<file path="src/rtl/ex_mem_skid_reg_if.sv">
// -----------------------------------------------------------------------------
// ex_mem_skid_reg_if
// One pipeline-stage link: a valid/ready handshake plus the EX/MEM payload.
// The same interface type is used on both sides of ex_mem_skid_reg: the EX side
// connects through the slave modport, the MEM side through the master modport.
//
// Signals
//   valid      producer presents an entry
//   ready      consumer can take the entry this cycle
//   result     shifter/ALU result (also the load/store address), DW bits
//   storeData  rt value for stores, DW bits
//   rd         destination register index, RW bits
//   regWrite   entry writes the register file
//   memRead    entry is a load
//   memWrite   entry is a store
//
// Modports
//   master  drives valid and payload, samples ready
//   slave   samples valid and payload, drives ready
// -----------------------------------------------------------------------------
interface ex_mem_skid_reg_if #(
   parameter int DW = 32,
   parameter int RW = 5
);
   logic          valid;
   logic          ready;
   logic [DW-1:0] result;
   logic [DW-1:0] storeData;
   logic [RW-1:0] rd;
   logic          regWrite;
   logic          memRead;
   logic          memWrite;

   modport master (
      output valid,
      output result,
      output storeData,
      output rd,
      output regWrite,
      output memRead,
      output memWrite,
      input  ready
   );

   modport slave (
      input  valid,
      input  result,
      input  storeData,
      input  rd,
      input  regWrite,
      input  memRead,
      input  memWrite,
      output ready
   );
endinterface

</file>
<file path="src/rtl/ex_mem_skid_reg.sv">
// -----------------------------------------------------------------------------
// ex_mem_skid_reg
// EX/MEM pipeline boundary register built as a two-entry skid buffer. The
// upstream ready is a flop (high whenever the skid slot is empty), so MEM-side
// back-pressure never forms a combinational path back into the EX datapath.
// The main register drives the MEM-side outputs directly; the skid register
// catches the one entry that may arrive while MEM is stalling.
//
// Ports
//   clk             system clock, rising edge
//   rst_n           asynchronous active-low reset, clears every entry
//   flush           synchronous flush, drops all buffered entries
//   exSide          slave link from EX (valid/ready + payload)
//   memSide         master link to MEM (valid/ready + payload)
//   perf_stall_cnt  cycles with memSide.valid=1 and memSide.ready=0
//
// Build option
//   EX_MEM_PERF_EN  when defined, perf_stall_cnt is a saturating 32-bit stall
//                   counter cleared only by reset; otherwise it is tied to 0.
// -----------------------------------------------------------------------------
module ex_mem_skid_reg #(
   parameter int DW = 32,
   parameter int RW = 5
) (
   input  logic                 clk,
   input  logic                 rst_n,
   input  logic                 flush,
   ex_mem_skid_reg_if.slave     exSide,
   ex_mem_skid_reg_if.master    memSide,
   output logic [31:0]          perf_stall_cnt
);

   typedef enum logic [1:0] {
      EMPTY = 2'd0,   // main invalid
      ONE   = 2'd1,   // main valid, skid invalid
      FULL  = 2'd2    // main and skid valid
   } state_t;

   typedef struct packed {
      logic [DW-1:0] result;
      logic [DW-1:0] storeData;
      logic [RW-1:0] rd;
      logic          regWrite;
      logic          memRead;
      logic          memWrite;
   } entry_t;

   localparam int EW = $bits(entry_t);

   state_t stateR;
   state_t stateNxt;
   entry_t mainR;
   entry_t skidR;
   entry_t captured;
   logic   memValidR;
   logic   exReadyR;
   logic   accept;
   logic   retire;
   logic   loadMain;
   logic   loadSkid;
   logic   promoteSkid;

   // Handshake qualifiers; ready is the registered flag, so accept is safe in FULL.
   assign accept = exSide.valid && exReadyR;
   assign retire = memValidR && memSide.ready;

   // Capture the incoming entry; a write to register 0 is never a real write.
   always_comb begin
      captured.result    = exSide.result;
      captured.storeData = exSide.storeData;
      captured.rd        = exSide.rd;
      captured.regWrite  = exSide.regWrite && (exSide.rd != {RW{1'b0}});
      captured.memRead   = exSide.memRead;
      captured.memWrite  = exSide.memWrite;
   end

   // Next-state and load-enable decode; flush overrides every other transition.
   always_comb begin
      stateNxt    = stateR;
      loadMain    = 1'b0;
      loadSkid    = 1'b0;
      promoteSkid = 1'b0;
      if (flush) begin
         stateNxt = EMPTY;
      end else begin
         case (stateR)
            EMPTY: begin
               if (accept) begin
                  loadMain = 1'b1;
                  stateNxt = ONE;
               end else begin
                  stateNxt = EMPTY;
               end
            end
            ONE: begin
               if (accept && retire) begin
                  // main is consumed and refilled in the same edge
                  loadMain = 1'b1;
                  stateNxt = ONE;
               end else if (accept) begin
                  loadSkid = 1'b1;
                  stateNxt = FULL;
               end else if (retire) begin
                  stateNxt = EMPTY;
               end else begin
                  stateNxt = ONE;
               end
            end
            FULL: begin
               if (retire) begin
                  promoteSkid = 1'b1;
                  stateNxt    = ONE;
               end else begin
                  stateNxt = FULL;
               end
            end
            default: begin
               stateNxt = EMPTY;
            end
         endcase
      end
   end

   // State and handshake flags; ready/valid are registered copies of the next state.
   always_ff @(posedge clk or negedge rst_n) begin
      if (!rst_n) begin
         stateR    <= EMPTY;
         memValidR <= 1'b0;
         exReadyR  <= 1'b1;
      end else begin
         stateR    <= stateNxt;
         memValidR <= (stateNxt != EMPTY);
         exReadyR  <= (stateNxt != FULL);
      end
   end

   // Payload registers; flush leaves the data in place since the valids are cleared.
   always_ff @(posedge clk or negedge rst_n) begin
      if (!rst_n) begin
         mainR <= {EW{1'b0}};
         skidR <= {EW{1'b0}};
      end else begin
         if (loadMain) begin
            mainR <= captured;
         end else if (promoteSkid) begin
            mainR <= skidR;
         end else begin
            mainR <= mainR;
         end
         if (loadSkid) begin
            skidR <= captured;
         end else begin
            skidR <= skidR;
         end
      end
   end

   assign exSide.ready      = exReadyR;
   assign memSide.valid     = memValidR;
   assign memSide.result    = mainR.result;
   assign memSide.storeData = mainR.storeData;
   assign memSide.rd        = mainR.rd;
   assign memSide.regWrite  = mainR.regWrite;
   assign memSide.memRead   = mainR.memRead;
   assign memSide.memWrite  = mainR.memWrite;

`ifdef EX_MEM_PERF_EN
   logic [31:0] stallCntR;

   // Saturating back-pressure counter; only reset clears it.
   always_ff @(posedge clk or negedge rst_n) begin
      if (!rst_n) begin
         stallCntR <= 32'h0000_0000;
      end else if (memValidR && !memSide.ready && (stallCntR != 32'hFFFF_FFFF)) begin
         stallCntR <= stallCntR + 32'd1;
      end else begin
         stallCntR <= stallCntR;
      end
   end

   assign perf_stall_cnt = stallCntR;
`else
   assign perf_stall_cnt = 32'h0000_0000;
`endif

endmodule
</file>
<file path="src/flat_wrapper.sv">
// flat-port wrapper written by rule: the top's interface ports become plain ports
module ex_mem_skid_reg_flat 
#(
   parameter int DW = 32,
   parameter int RW = 5
)
  (clk, rst_n, flush, perf_stall_cnt, exSide_valid, exSide_result, exSide_storeData, exSide_rd, exSide_regWrite, exSide_memRead, exSide_memWrite, exSide_ready, memSide_valid, memSide_result, memSide_storeData, memSide_rd, memSide_regWrite, memSide_memRead, memSide_memWrite, memSide_ready);
  ex_mem_skid_reg_if #(.DW(DW), .RW(RW)) exSide_i ();
  ex_mem_skid_reg_if #(.DW(DW), .RW(RW)) memSide_i ();
  input  logic clk;
  input  logic rst_n;
  input  logic flush;
  output logic [31:0] perf_stall_cnt;
  input wire logic [$bits(exSide_i.valid)-1:0] exSide_valid;
  input wire logic [$bits(exSide_i.result)-1:0] exSide_result;
  input wire logic [$bits(exSide_i.storeData)-1:0] exSide_storeData;
  input wire logic [$bits(exSide_i.rd)-1:0] exSide_rd;
  input wire logic [$bits(exSide_i.regWrite)-1:0] exSide_regWrite;
  input wire logic [$bits(exSide_i.memRead)-1:0] exSide_memRead;
  input wire logic [$bits(exSide_i.memWrite)-1:0] exSide_memWrite;
  output wire logic [$bits(exSide_i.ready)-1:0] exSide_ready;
  output wire logic [$bits(memSide_i.valid)-1:0] memSide_valid;
  output wire logic [$bits(memSide_i.result)-1:0] memSide_result;
  output wire logic [$bits(memSide_i.storeData)-1:0] memSide_storeData;
  output wire logic [$bits(memSide_i.rd)-1:0] memSide_rd;
  output wire logic [$bits(memSide_i.regWrite)-1:0] memSide_regWrite;
  output wire logic [$bits(memSide_i.memRead)-1:0] memSide_memRead;
  output wire logic [$bits(memSide_i.memWrite)-1:0] memSide_memWrite;
  input wire logic [$bits(memSide_i.ready)-1:0] memSide_ready;
  assign exSide_i.valid = exSide_valid;
  assign exSide_i.result = exSide_result;
  assign exSide_i.storeData = exSide_storeData;
  assign exSide_i.rd = exSide_rd;
  assign exSide_i.regWrite = exSide_regWrite;
  assign exSide_i.memRead = exSide_memRead;
  assign exSide_i.memWrite = exSide_memWrite;
  assign exSide_ready = exSide_i.ready;
  assign memSide_valid = memSide_i.valid;
  assign memSide_result = memSide_i.result;
  assign memSide_storeData = memSide_i.storeData;
  assign memSide_rd = memSide_i.rd;
  assign memSide_regWrite = memSide_i.regWrite;
  assign memSide_memRead = memSide_i.memRead;
  assign memSide_memWrite = memSide_i.memWrite;
  assign memSide_i.ready = memSide_ready;
  ex_mem_skid_reg #(.DW(DW), .RW(RW)) u_core (.clk(clk), .rst_n(rst_n), .flush(flush), .exSide(exSide_i), .memSide(memSide_i), .perf_stall_cnt(perf_stall_cnt));
endmodule
</file>
<file path="config.mk">
export PLATFORM = sky130hd
export DESIGN_NAME = ex_mem_skid_reg_flat
export DESIGN_NICKNAME = d
export VERILOG_FILES = /design/src/rtl/ex_mem_skid_reg_if.sv /design/src/rtl/ex_mem_skid_reg.sv /design/src/flat_wrapper.sv
export SDC_FILE = /design/constraint.sdc
export NUM_CORES = 1
export LEC_CHECK = 0
export ABC_AREA = 1
export ABC_CLOCK_PERIOD_IN_PS = 2900
export BUFFER_PORTS_ARGS = -buffer_cell sky130_fd_sc_hd__buf_2
export CAP_MARGIN = 30
export CORE_MARGIN = 1
export CORE_UTILIZATION = 30
export CTS_CLUSTER_DIAMETER = 120
export DETAILED_ROUTE_END_ITERATION = 7
export MAX_ROUTING_LAYER = met4
export SLEW_MARGIN = 0
export SYNTH_ARGS = -nofsm -noshare
export SYNTH_HDL_FRONTEND = slang
export SYNTH_SLANG_ARGS = --single-unit
</file>
<file path="constraint.sdc">
create_clock -name clk -period 2.9 [get_ports clk]
set_input_delay 0.435 -clock clk [delete_from_list [all_inputs] [get_ports clk]]
set_output_delay 0.435 -clock clk [all_outputs]
set_load 0.05 [all_outputs]
</file>
==> results.json, run 1 <==
{
  "multi_input_area_sq_um": 2841,
  "syn-mean-instance-area_sq_um": 7.875,
  "skew_ns": 0.01299,
  "wl_per_cell_um": 13.45,
  "cp.required_ns": 3.21,
  "grt_pass1_vias": 5895,
  "peakVddDrop_v": 0.0003955,
  "die-area_sq_um": 25010,
  "stdcell_area_sq_um": 8740,
  "post_cts_buffers": 0,
  "cts_buffers": 17,
  "cp-end-kind": "flop",
  "route.detailed.drc": 0,
  "ys_ff_latch": 148,
  "synth_area_leader_cell": "dfrtp_1",
  "tightestPinTransition_ns": 0.8817,
  "numPortBuffers": 150,
  "fin_crit_ns": 2.224,
  "hold_path.class": "input port to asynchronous set/reset pin",
  "dp_hpwl_mm": 10.85,
  "tns_ns": 0,
  "p_leak_nw": 4.824,
  "worst_slack_ns": 0.6757,
  "fmax_mhz": 449.6,
  "place_inst": 1339,
  "syn_to_final_growth_pct": 19.46,
  "drive_gt1_share_pct": 19.66,
  "status": "completed",
  "postSynthCellCount": 929,
  "synth-seq-area-share_pct": 50.64,
  "first_iter_violations": 452,
  "finalMaxSlewViolations": 0,
  "cts_num_sinks": 148,
  "finalHoldViolCount": 0,
  "placementRows": 56,
  "setup_viol": 0,
  "num_vias": 6251,
  "critPathLaunchType": "flop",
  "antenna_found_initial": 2,
  "drv_cap": 0,
  "rsz0062_at_grt": "no",
  "fillCellCount": 2540,
  "synth_area_sq_um": 7316,
  "place.gp.congestion": 0.7266,
  "gr-usage-all-layers_pct": 16.14,
  "die_y_um": 158.2,
  "grt_start_max_net_pins": 117,
  "max-slew-margin-rel_pct": 41.22,
  "die_x_um": 158.2,
  "yosysTopAreaCellShare_pct": 50.28,
  "htreeDepth": 4,
  "fp.coreArea_sq_um": 23680,
  "crit_type": "flop to flop",
  "final_antenna_net_count": 0,
  "yosys_warnings": 0,
  "critPathArrivalTime_ns": 2.53,
  "num_io_pins": 183,
  "cts.hold.buffers_added": 0,
  "fin_cells": 1374,
  "grt_pass1_wl_mm": 30.39,
  "post_dp_cell_area_sq_um": 8139,
  "synth_cell_types": 20,
  "wirelength_mm": 18.48,
  "critPathMaxFanout": 72,
  "start_util_pct": 30.89,
  "tritoncts": "done",
  "cts_resized": 0,
  "ctsLongestPathBuffers": 2,
  "seqCellArea_sq_um": 3705,
  "nets": 1119,
  "pre_cts_slack_ns": 0.6707,
  "finish.utilization_pct": 36.90,
  "power.density_nw_per_um2": 906.2,
  "avgViaCountPerCell": 4.549,
  "cts-root-buf": "clkbuf_16",
  "dr.pass1.iters": 4,
  "synth_area_leaders": "dfrtp_1 50%, nand2_1 15%, nand3_1 14%",
  "grt_overflow": 0,
  "insertion_delay_ns": 0.43,
  "clkTransAtPathRegs_ns": 0.06,
  "post-route-period-util_pct": 76.70
}
routing by layer:
metal | track usage, % | vias up | part of all wire, %
li1 | - | 3133 | -
met1 | 20.74 | 2947 | 47
met2 | 25.29 | 157 | 47
met3 | 3.860 | 14 | 4.7
met4 | 4.441 | 0 | 1.4
met5 | - | - | 0
per-stage QoR:
stage	hold slack [ns]	total power [W]
after floorplan	0.1394	0.005164
after global placement	0.4662	0.005755
after detailed placement	0.4736	0.005806
after CTS	0.06454	0.008026
after global routing	0.08808	0.008433
final	0.04095	0.007919
area by class of cell:
class	instances	area share [%]
antenna	2	0.05727
clock buffer	25	5.784
clock inverter	7	0.8017
inverter	77	3.336
multi-input combinational	634	32.51
sequential	148	42.39
tap	319	4.567
timing repair buffer	162	10.55
critical path, cell delays in order (launching register included):
cell and delay (ns):
dfstp_2 0.55, nand2_1 0.05, inv_1 0.11, ha_1 0.17, nand3_1 0.09, nand2_2 0.10, buf_4 0.68, nand3_1 0.16
nand2_1 0.11, nand2_1 0.05
sequential cells by signal (all words and copies together), names as in the netlist:
signal                    flops
u_core.memSide.storeData     32
u_core.memSide.valid          1
u_core.skidR                 72
u_core.memSide.rd             5
u_core.stateR                 2
u_core.memSide.regWrite       1
u_core.memSide.memRead        1
u_core.memSide.memWrite       1
u_core.exSide.ready           1
u_core.memSide.result        32
synthesized netlist by cell type (all sizes together):
| cell type | instances |
|---|---|
| ha | 2 |
| nand3 | 219 |
| dfrtp | 147 |
| inv | 77 |
| o21ai | 72 |
| buf | 84 |
| nand2 | 301 |
| nand4 | 2 |
| nor2 | 6 |
| conb | 1 |
| clkbuf | 17 |
| dfstp | 1 |
cell usage in the layout, fill, tap and decap left out, types with 3 or more instances in the layout:
cell type,Yosys,layout
conb_1,1,32
clkinv_2,0,3
nand2_1,299,298
clkbuf_16,0,17
nand3_2,10,10
clkbuf_1,17,3
buf_2,27,149
buf_4,49,6
o21ai_1,41,41
nand3_1,209,209
nor2_1,6,5
inv_1,76,76
o21ai_0,31,31
clkbuf_8,0,5
dfrtp_1,147,147
buf_12,0,6
cells by family (layout without fill, tap and decap cells):
group	count (synthesis)	count (layout)	synth area share [%]
simple gates	528	528	31.73
buf+inv	178	271	12.31
flops	148	148	50.64
compound gates	72	72	4.926
fa+ha+maj	2	2	0.3420
other cells	1	34	0.05126
power breakdown:
part	internal [W]	total (W)	switching (W)	leakage, nW
combinational	0.000658	0.00259	0.00194	2.75
sequential	0.00277	0.00315	0.000380	1.79
clock	0.00130	0.00217	0.000876	0.284
total	0.00473	0.00792	0.00319	4.82
path summary, 6_finish.rpt:
kind / from / slack, ns / end / depth (start not counted)
worst max-delay path: u_core.exSide.ready$_DFF_PN1_ / 0.68 / u_core.memSide.storeData[13]$_DFFE_PN0P_ / 9
worst max register to register: u_core.exSide.ready$_DFF_PN1_ / 0.68 / u_core.memSide.storeData[13]$_DFFE_PN0P_ / 9
worst min-delay path: rst_n / 0.04 / u_core.skidR[25]$_DFFE_PN0P_ / 1
worst min register to register: u_core.skidR[5]$_DFFE_PN0P_ / 0.49 / u_core.skidR[5]$_DFFE_PN0P_ / 2
min in group clk: exSide_storeData[27] / 0.27 / u_core.skidR[35]$_DFFE_PN0P_ / 3
max in group asynchronous: rst_n / 2.05 / u_core.exSide.ready$_DFF_PN1_ / 2
No activity file was read; power rests on OpenSTA's default activity.
==> inputs of run 2 (changes only) <==
--- a/config.mk
+++ b/config.mk
@@ -6,7 +6,7 @@
 export NUM_CORES = 1
 export LEC_CHECK = 0
 export ABC_AREA = 1
-export ABC_CLOCK_PERIOD_IN_PS = 2900
+export ABC_CLOCK_PERIOD_IN_PS = 2000
 export BUFFER_PORTS_ARGS = -buffer_cell sky130_fd_sc_hd__buf_2
 export CAP_MARGIN = 30
 export CORE_MARGIN = 1
==> constraint.sdc (replaced) <==
create_clock -name clk -period 2 [get_ports clk]
set_input_delay 0.3 -clock clk [delete_from_list [all_inputs] [get_ports clk]]
set_output_delay 0.3 -clock clk [all_outputs]
set_load 0.05 [all_outputs]
==> results.json, run 2 (synthesized netlist as in run 1, its figures left out) <==
{
  "rsz0062_at_grt": "no",
  "cp.required_ns": 2.30,
  "nets": 1124,
  "placementRows": 56,
  "fmax_mhz": 584.4,
  "clkTransAtPathRegs_ns": 0.07,
  "hold_path.class": "input port to flop",
  "r2r_slack_ns": 0.29,
  "post_dp_cell_area_sq_um": 8252,
  "largest_reg_flops": 72,
  "critPathArrivalTime_ns": 2.01,
  "ctsLongestPathBuffers": 2,
  "peakVddDrop_v": 0.0006078,
  "cts_num_sinks": 148,
  "post-route-period-util_pct": 85.56,
  "die_x_um": 158.2,
  "fin_crit_ns": 1.711,
  "num_io_pins": 183,
  "wl_per_cell_um": 13.21,
  "critPathMaxStageDelay_ns": 0.52,
  "p_leak_nw": 4.871,
  "finalHoldViolCount": 0,
  "dp_hpwl_mm": 11.22,
  "grt_start_max_net_pins": 75,
  "power.density_nw_per_um2": 1320,
  "largest_register": "u_core.skidR",
  "cp-end-kind": "flop",
  "skew_ns": 0.007009,
  "die-area_sq_um": 25010,
  "grt_pass1_wl_mm": 29.88,
  "critPathMaxFanout": 70,
  "p_total_w": 0.01171,
  "stdcell_area_sq_um": 8875,
  "drive_gt1_share_pct": 20.06,
  "tns_ns": 0,
  "post_cts_buffers": 0,
  "gr-usage-all-layers_pct": 15.71,
  "critPathSlowestCell": "dfstp_2",
  "crit_chain": "nand2_1, inv_1, ha_1, nand3_1, nand2_2, nand2_4, buf_12, nand3_1, nand2_1",
  "grt_overflow": 0,
  "setup_viol": 0,
  "dr.pass1.iters": 5,
  "num_vias": 6242,
  "final_cell_mix": "298 x nand2_1, 209 x nand3_1, 149 x buf_2",
  "die_y_um": 158.2,
  "crit_type": "flop to flop",
  "regToRegStartpoint": "u_core.exSide.ready$_DFF_PN1_",
  "pre_cts_slack_ns": 0.2742,
  "antenna_found_initial": 2,
  "start_util_pct": 30.89,
  "cts-root-buf": "clkbuf_16",
  "htreeDepth": 4,
  "grt_pass1_vias": 5786,
  "wirelength_mm": 18.21,
  "final_common_cell": "nand2_1",
  "r2r_cells": 9,
  "fp.coreArea_sq_um": 23680,
  "insertion_delay_ns": 0.42,
  "path_delay_family": "simple AND/OR/NAND/NOR gates",
  "hold_depth": 3,
  "first_iter_violations": 397,
  "worst_slack_ns": 0.2888,
  "cp.depth": 9,
  "critPathLaunchType": "flop",
  "finalMaxSlewViolations": 0,
  "final_antenna_net_count": 0,
  "avgViaCountPerCell": 4.530,
  "worstHoldEndpoint": "u_core.skidR[50]$_DFFE_PN0P_",
  "min_from": "exSide_result[10]",
  "place.gp.congestion": 0.7390,
  "fillCellCount": 2501,
  "numPortBuffers": 150,
  "drv_cap": 0,
  "cp_num_buf_inv": 2,
  "syn_to_final_growth_pct": 21.31,
  "r2r_end": "u_core.memSide.storeData[0]$_DFFE_PN0P_",
  "tritoncts": "done",
  "route.detailed.drc": 0,
  "cts_buffers": 17,
  "status": "completed"
}
==> run 2: cell type report <==
| class | count | area, sq um | area share [%] |
|---|---|---|---|
| flip-flops and latches | 148 | 3705 | 41.75 |
| multi-input cells | 634 | 2841 | 32.02 |
| repair buffers | 167 | 1025 | 11.55 |
| clock buffers | 20 | 456.7 | 5.146 |
| well taps | 319 | 399.1 | 4.497 |
| inverters | 77 | 291.5 | 3.285 |
| clock inverters | 11 | 151.4 | 1.706 |
| diodes | 2 | 5.005 | 0.05639 |
==> run 2: metrics by stage <==
stage	cells	hold slack, ns	util, %
6_report	1378	0.1369	37.47
5_1_grt	1378	0.1295	37.47
4_1_cts	1376	0.1160	37.45
3_5_place_dp	1344	0.2112	34.84
3_3_place_gp	1344	0.2085	34.84
2_1_floorplan	960	0.004409	-
==> run 2: how the worst max path moves through the flow <==
stage,start,to,slack (ns)
6_report,u_core.exSide.ready$_DFF_PN1_,u_core.memSide.storeData[0]$_DFFE_PN0P_,0.29
5_1_grt,u_core.memSide.valid$_DFF_PN0_,u_core.memSide.storeData[0]$_DFFE_PN0P_,0.13
3_5_place_dp,memSide_ready,u_core.memSide.storeData[4]$_DFFE_PN0P_,0.27
3_3_place_gp,memSide_ready,u_core.memSide.rd[2]$_DFFE_PN0P_,0.28
4_1_cts,u_core.memSide.valid$_DFF_PN0_,u_core.memSide.storeData[4]$_DFFE_PN0P_,0.29
2_1_floorplan,u_core.memSide.valid$_DFF_PN0_,u_core.memSide.rd[0]$_DFFE_PN0P_,0.18
==> run 2: power by group <==
| part | switching [W] | internal [W] |
|---|---|---|
| sequential | 0.000551 | 0.00402 |
| clock | 0.00131 | 0.00203 |
| combinational | 0.00282 | 0.000984 |
==> run 2: repair_timing <==
item	4_1_cts	5_1_grt
endpoints found under the hold margin	26	0
hold buffers	1	0
resized for setup	0	0
==> run 2: tightest hold or removal path, stage by stage <==
cell	delay (ns)
buf_2	0.10
inv_1	0.06
o21ai_1	0.06
==> run 2: layer usage <==
metal	vias to the layer above	part of all wire [%]	track usage, %
li1	3140	-	-
met1	2906	48	20.96
met2	186	46	23.68
met3	10	5.3	3.586
met4	0	0.93	4.579
met5	-	0	-
==> inputs of run 3 (changes only) <==
--- a/config.mk
+++ b/config.mk
@@ -14,7 +14,8 @@
 export CTS_CLUSTER_DIAMETER = 120
 export DETAILED_ROUTE_END_ITERATION = 7
 export MAX_ROUTING_LAYER = met4
-export SLEW_MARGIN = 0
+export PLACE_DENSITY = 0.53
+export SLEW_MARGIN = 5
 export SYNTH_ARGS = -nofsm -noshare
 export SYNTH_HDL_FRONTEND = slang
 export SYNTH_SLANG_ARGS = --single-unit
==> results.json, run 3 (synthesized netlist as in run 1, its figures left out) <==
{
  "status": "completed",
  "grt_pass1_wl_mm": 30.65,
  "first_iter_violations": 370,
  "avgViaCountPerCell": 4.533,
  "seqCellArea_sq_um": 3705,
  "tritoncts": "done",
  "cts_resized": 0,
  "finalHoldViolCount": 0,
  "cts_buffers": 17,
  "grt_pass1_vias": 5796,
  "insertion_delay_ns": 0.42,
  "cp_common_cell": "nand2_1",
  "finalMaxSlewViolations": 0,
  "wl_per_cell_um": 13.72,
  "tns_ns": 0,
  "antenna_found_initial": 0,
  "place.gp.congestion": 0.7491,
  "final_antenna_net_count": 0,
  "tightestPinTransition_ns": 0.5907,
  "p_leak_nw": 4.914,
  "rsz0062_at_grt": "no",
  "critPathLaunchType": "flop",
  "setup_viol": 0,
  "die_x_um": 158.2,
  "crit_type": "flop to flop",
  "skew_ns": 0.009811,
  "route.detailed.drc": 0,
  "power.density_nw_per_um2": 1337,
  "num_vias": 6256,
  "ctsLongestPathBuffers": 2,
  "fin_crit_ns": 1.711,
  "drv_cap": 0,
  "hold_path.class": "input port to flop",
  "largest_register": "u_core.skidR",
  "htreeDepth": 4,
  "wirelength_mm": 18.93,
  "max-slew-margin-rel_pct": 60.62,
  "start_util_pct": 30.89,
  "grt_start_max_net_pins": 77,
  "placementRows": 56,
  "cts-root-buf": "clkbuf_16",
  "numPortBuffers": 150,
  "syn_to_final_growth_pct": 22.11,
  "largest_reg_flops": 72,
  "critPathMaxFanout": 50,
  "path_delay_family": "simple AND/OR/NAND/NOR gates",
  "cp.required_ns": 2.30,
  "post-route-period-util_pct": 85.53,
  "final_cell_mix": "298 x nand2_1, 209 x nand3_1, 149 x buf_2",
  "crit_chain": "nand2_1, inv_1, ha_1, nand3_1, nand2_4, buf_12, nand3_1, nand2_1, nand2_1",
  "critPathArrivalTime_ns": 2.01,
  "peakVddDrop_v": 0.0006265,
  "drive_gt1_share_pct": 20.26,
  "fp.coreArea_sq_um": 23680,
  "fmax_mhz": 584.6,
  "hold_slack_ns": 0.1461,
  "diodes": 0,
  "fillCellCount": 2476,
  "cp_num_buf_inv": 2,
  "die-area_sq_um": 25010,
  "gr-usage-all-layers_pct": 16.18,
  "nets": 1128,
  "critPathSlowestCell": "dfstp_2",
  "grt_overflow": 0,
  "num_io_pins": 183,
  "critPathMaxStageDelay_ns": 0.52,
  "final_common_cell": "nand2_1",
  "clkTransAtPathRegs_ns": 0.06,
  "multi_input_area_sq_um": 2846,
  "dp_hpwl_mm": 11.54,
  "cp-end-kind": "flop",
  "cts_num_sinks": 148,
  "die_y_um": 158.2,
  "dr.pass1.iters": 5
}
[run 3: changes by cell type in the layout (fill, tap and decap cells not counted), sizes merged]
cell / previous run / this run
buf: 166 / 170
diode: 2 / 0
clkinvlp: 4 / 2
bufinv: 3 / 5
clkbuf: 20 / 22
inv: 79 / 77
[run 3: routing by layer]
metal | up-vias | GRT usage [%] | part of all wire, %
met4 | 0 | 3.984 | 0.82
met5 | - | - | 0
met2 | 182 | 25.06 | 46
met3 | 12 | 3.504 | 5.0
li1 | 3142 | - | -
met1 | 2920 | 21.43 | 48
[run 3: timing repair]
action,in CTS,in global routing
buffers inserted,0,0
hold buffers,1,0
hold endpoints to repair,48,0
[run 3: worst paths after layout]
kind | slack [ns] | to | start | depth (start not counted)
worst max-delay path | 0.29 | u_core.memSide.regWrite$_DFFE_PN0P_ | u_core.exSide.ready$_DFF_PN1_ | 9
worst min-delay path | 0.15 | u_core.skidR[48]$_DFFE_PN0P_ | exSide_result[8] | 3
worst max register to register | 0.29 | u_core.memSide.regWrite$_DFFE_PN0P_ | u_core.exSide.ready$_DFF_PN1_ | 9
worst min register to register | 0.48 | u_core.skidR[31]$_DFFE_PN0P_ | u_core.skidR[31]$_DFFE_PN0P_ | 2
max in group asynchronous | 0.94 | u_core.memSide.result[5]$_DFFE_PN0P_ | rst_n | 3
min in group asynchronous | 0.44 | u_core.memSide.result[12]$_DFFE_PN0P_ | rst_n | 2
[run 3: final cells by class]
cell class	instances	share of cell area, %
sequential	148	41.47
multi-input combinational	634	31.86
timing repair buffer	171	11.67
clock buffer	22	5.308
tap	319	4.468
inverter	77	3.263
clock inverter	9	1.961
[run 3: report_power, final]
| group | total [W] | switching, W | internal, W | leakage (nW) |
|---|---|---|---|---|
| clock network | 0.00357 | 0.00126 | 0.00231 | 0.312 |
| registers | 0.00457 | 0.000554 | 0.00402 | 1.79 |
| logic | 0.00380 | 0.00282 | 0.000984 | 2.81 |
[run 3: through the flow]
step	power, W	area, sq um	util [%]	cells	worst slack [ns]
2_1_floorplan	0.007488	7432	-	960	0.1840
3_3_place_gp	0.008417	8274	34.94	1348	0.3015
3_5_place_dp	0.008466	8274	34.94	1348	0.2724
4_1_cts	0.01211	8934	37.72	1380	0.2875
5_1_grt	0.01264	8934	37.72	1380	0.1588
6_report	0.01195	8934	37.72	1380	0.2894
[run 3: worst register-to-register path: cells and delay by family, from the launching register on]
| family | cells | cell delay, ns |
|---|---|---|
| adders and majority gates | 1 | 0.15 |
| buffers and inverters | 2 | 0.36 |
| DFF | 1 | 0.52 |
| and+or+nand+nor | 6 | 0.57 |
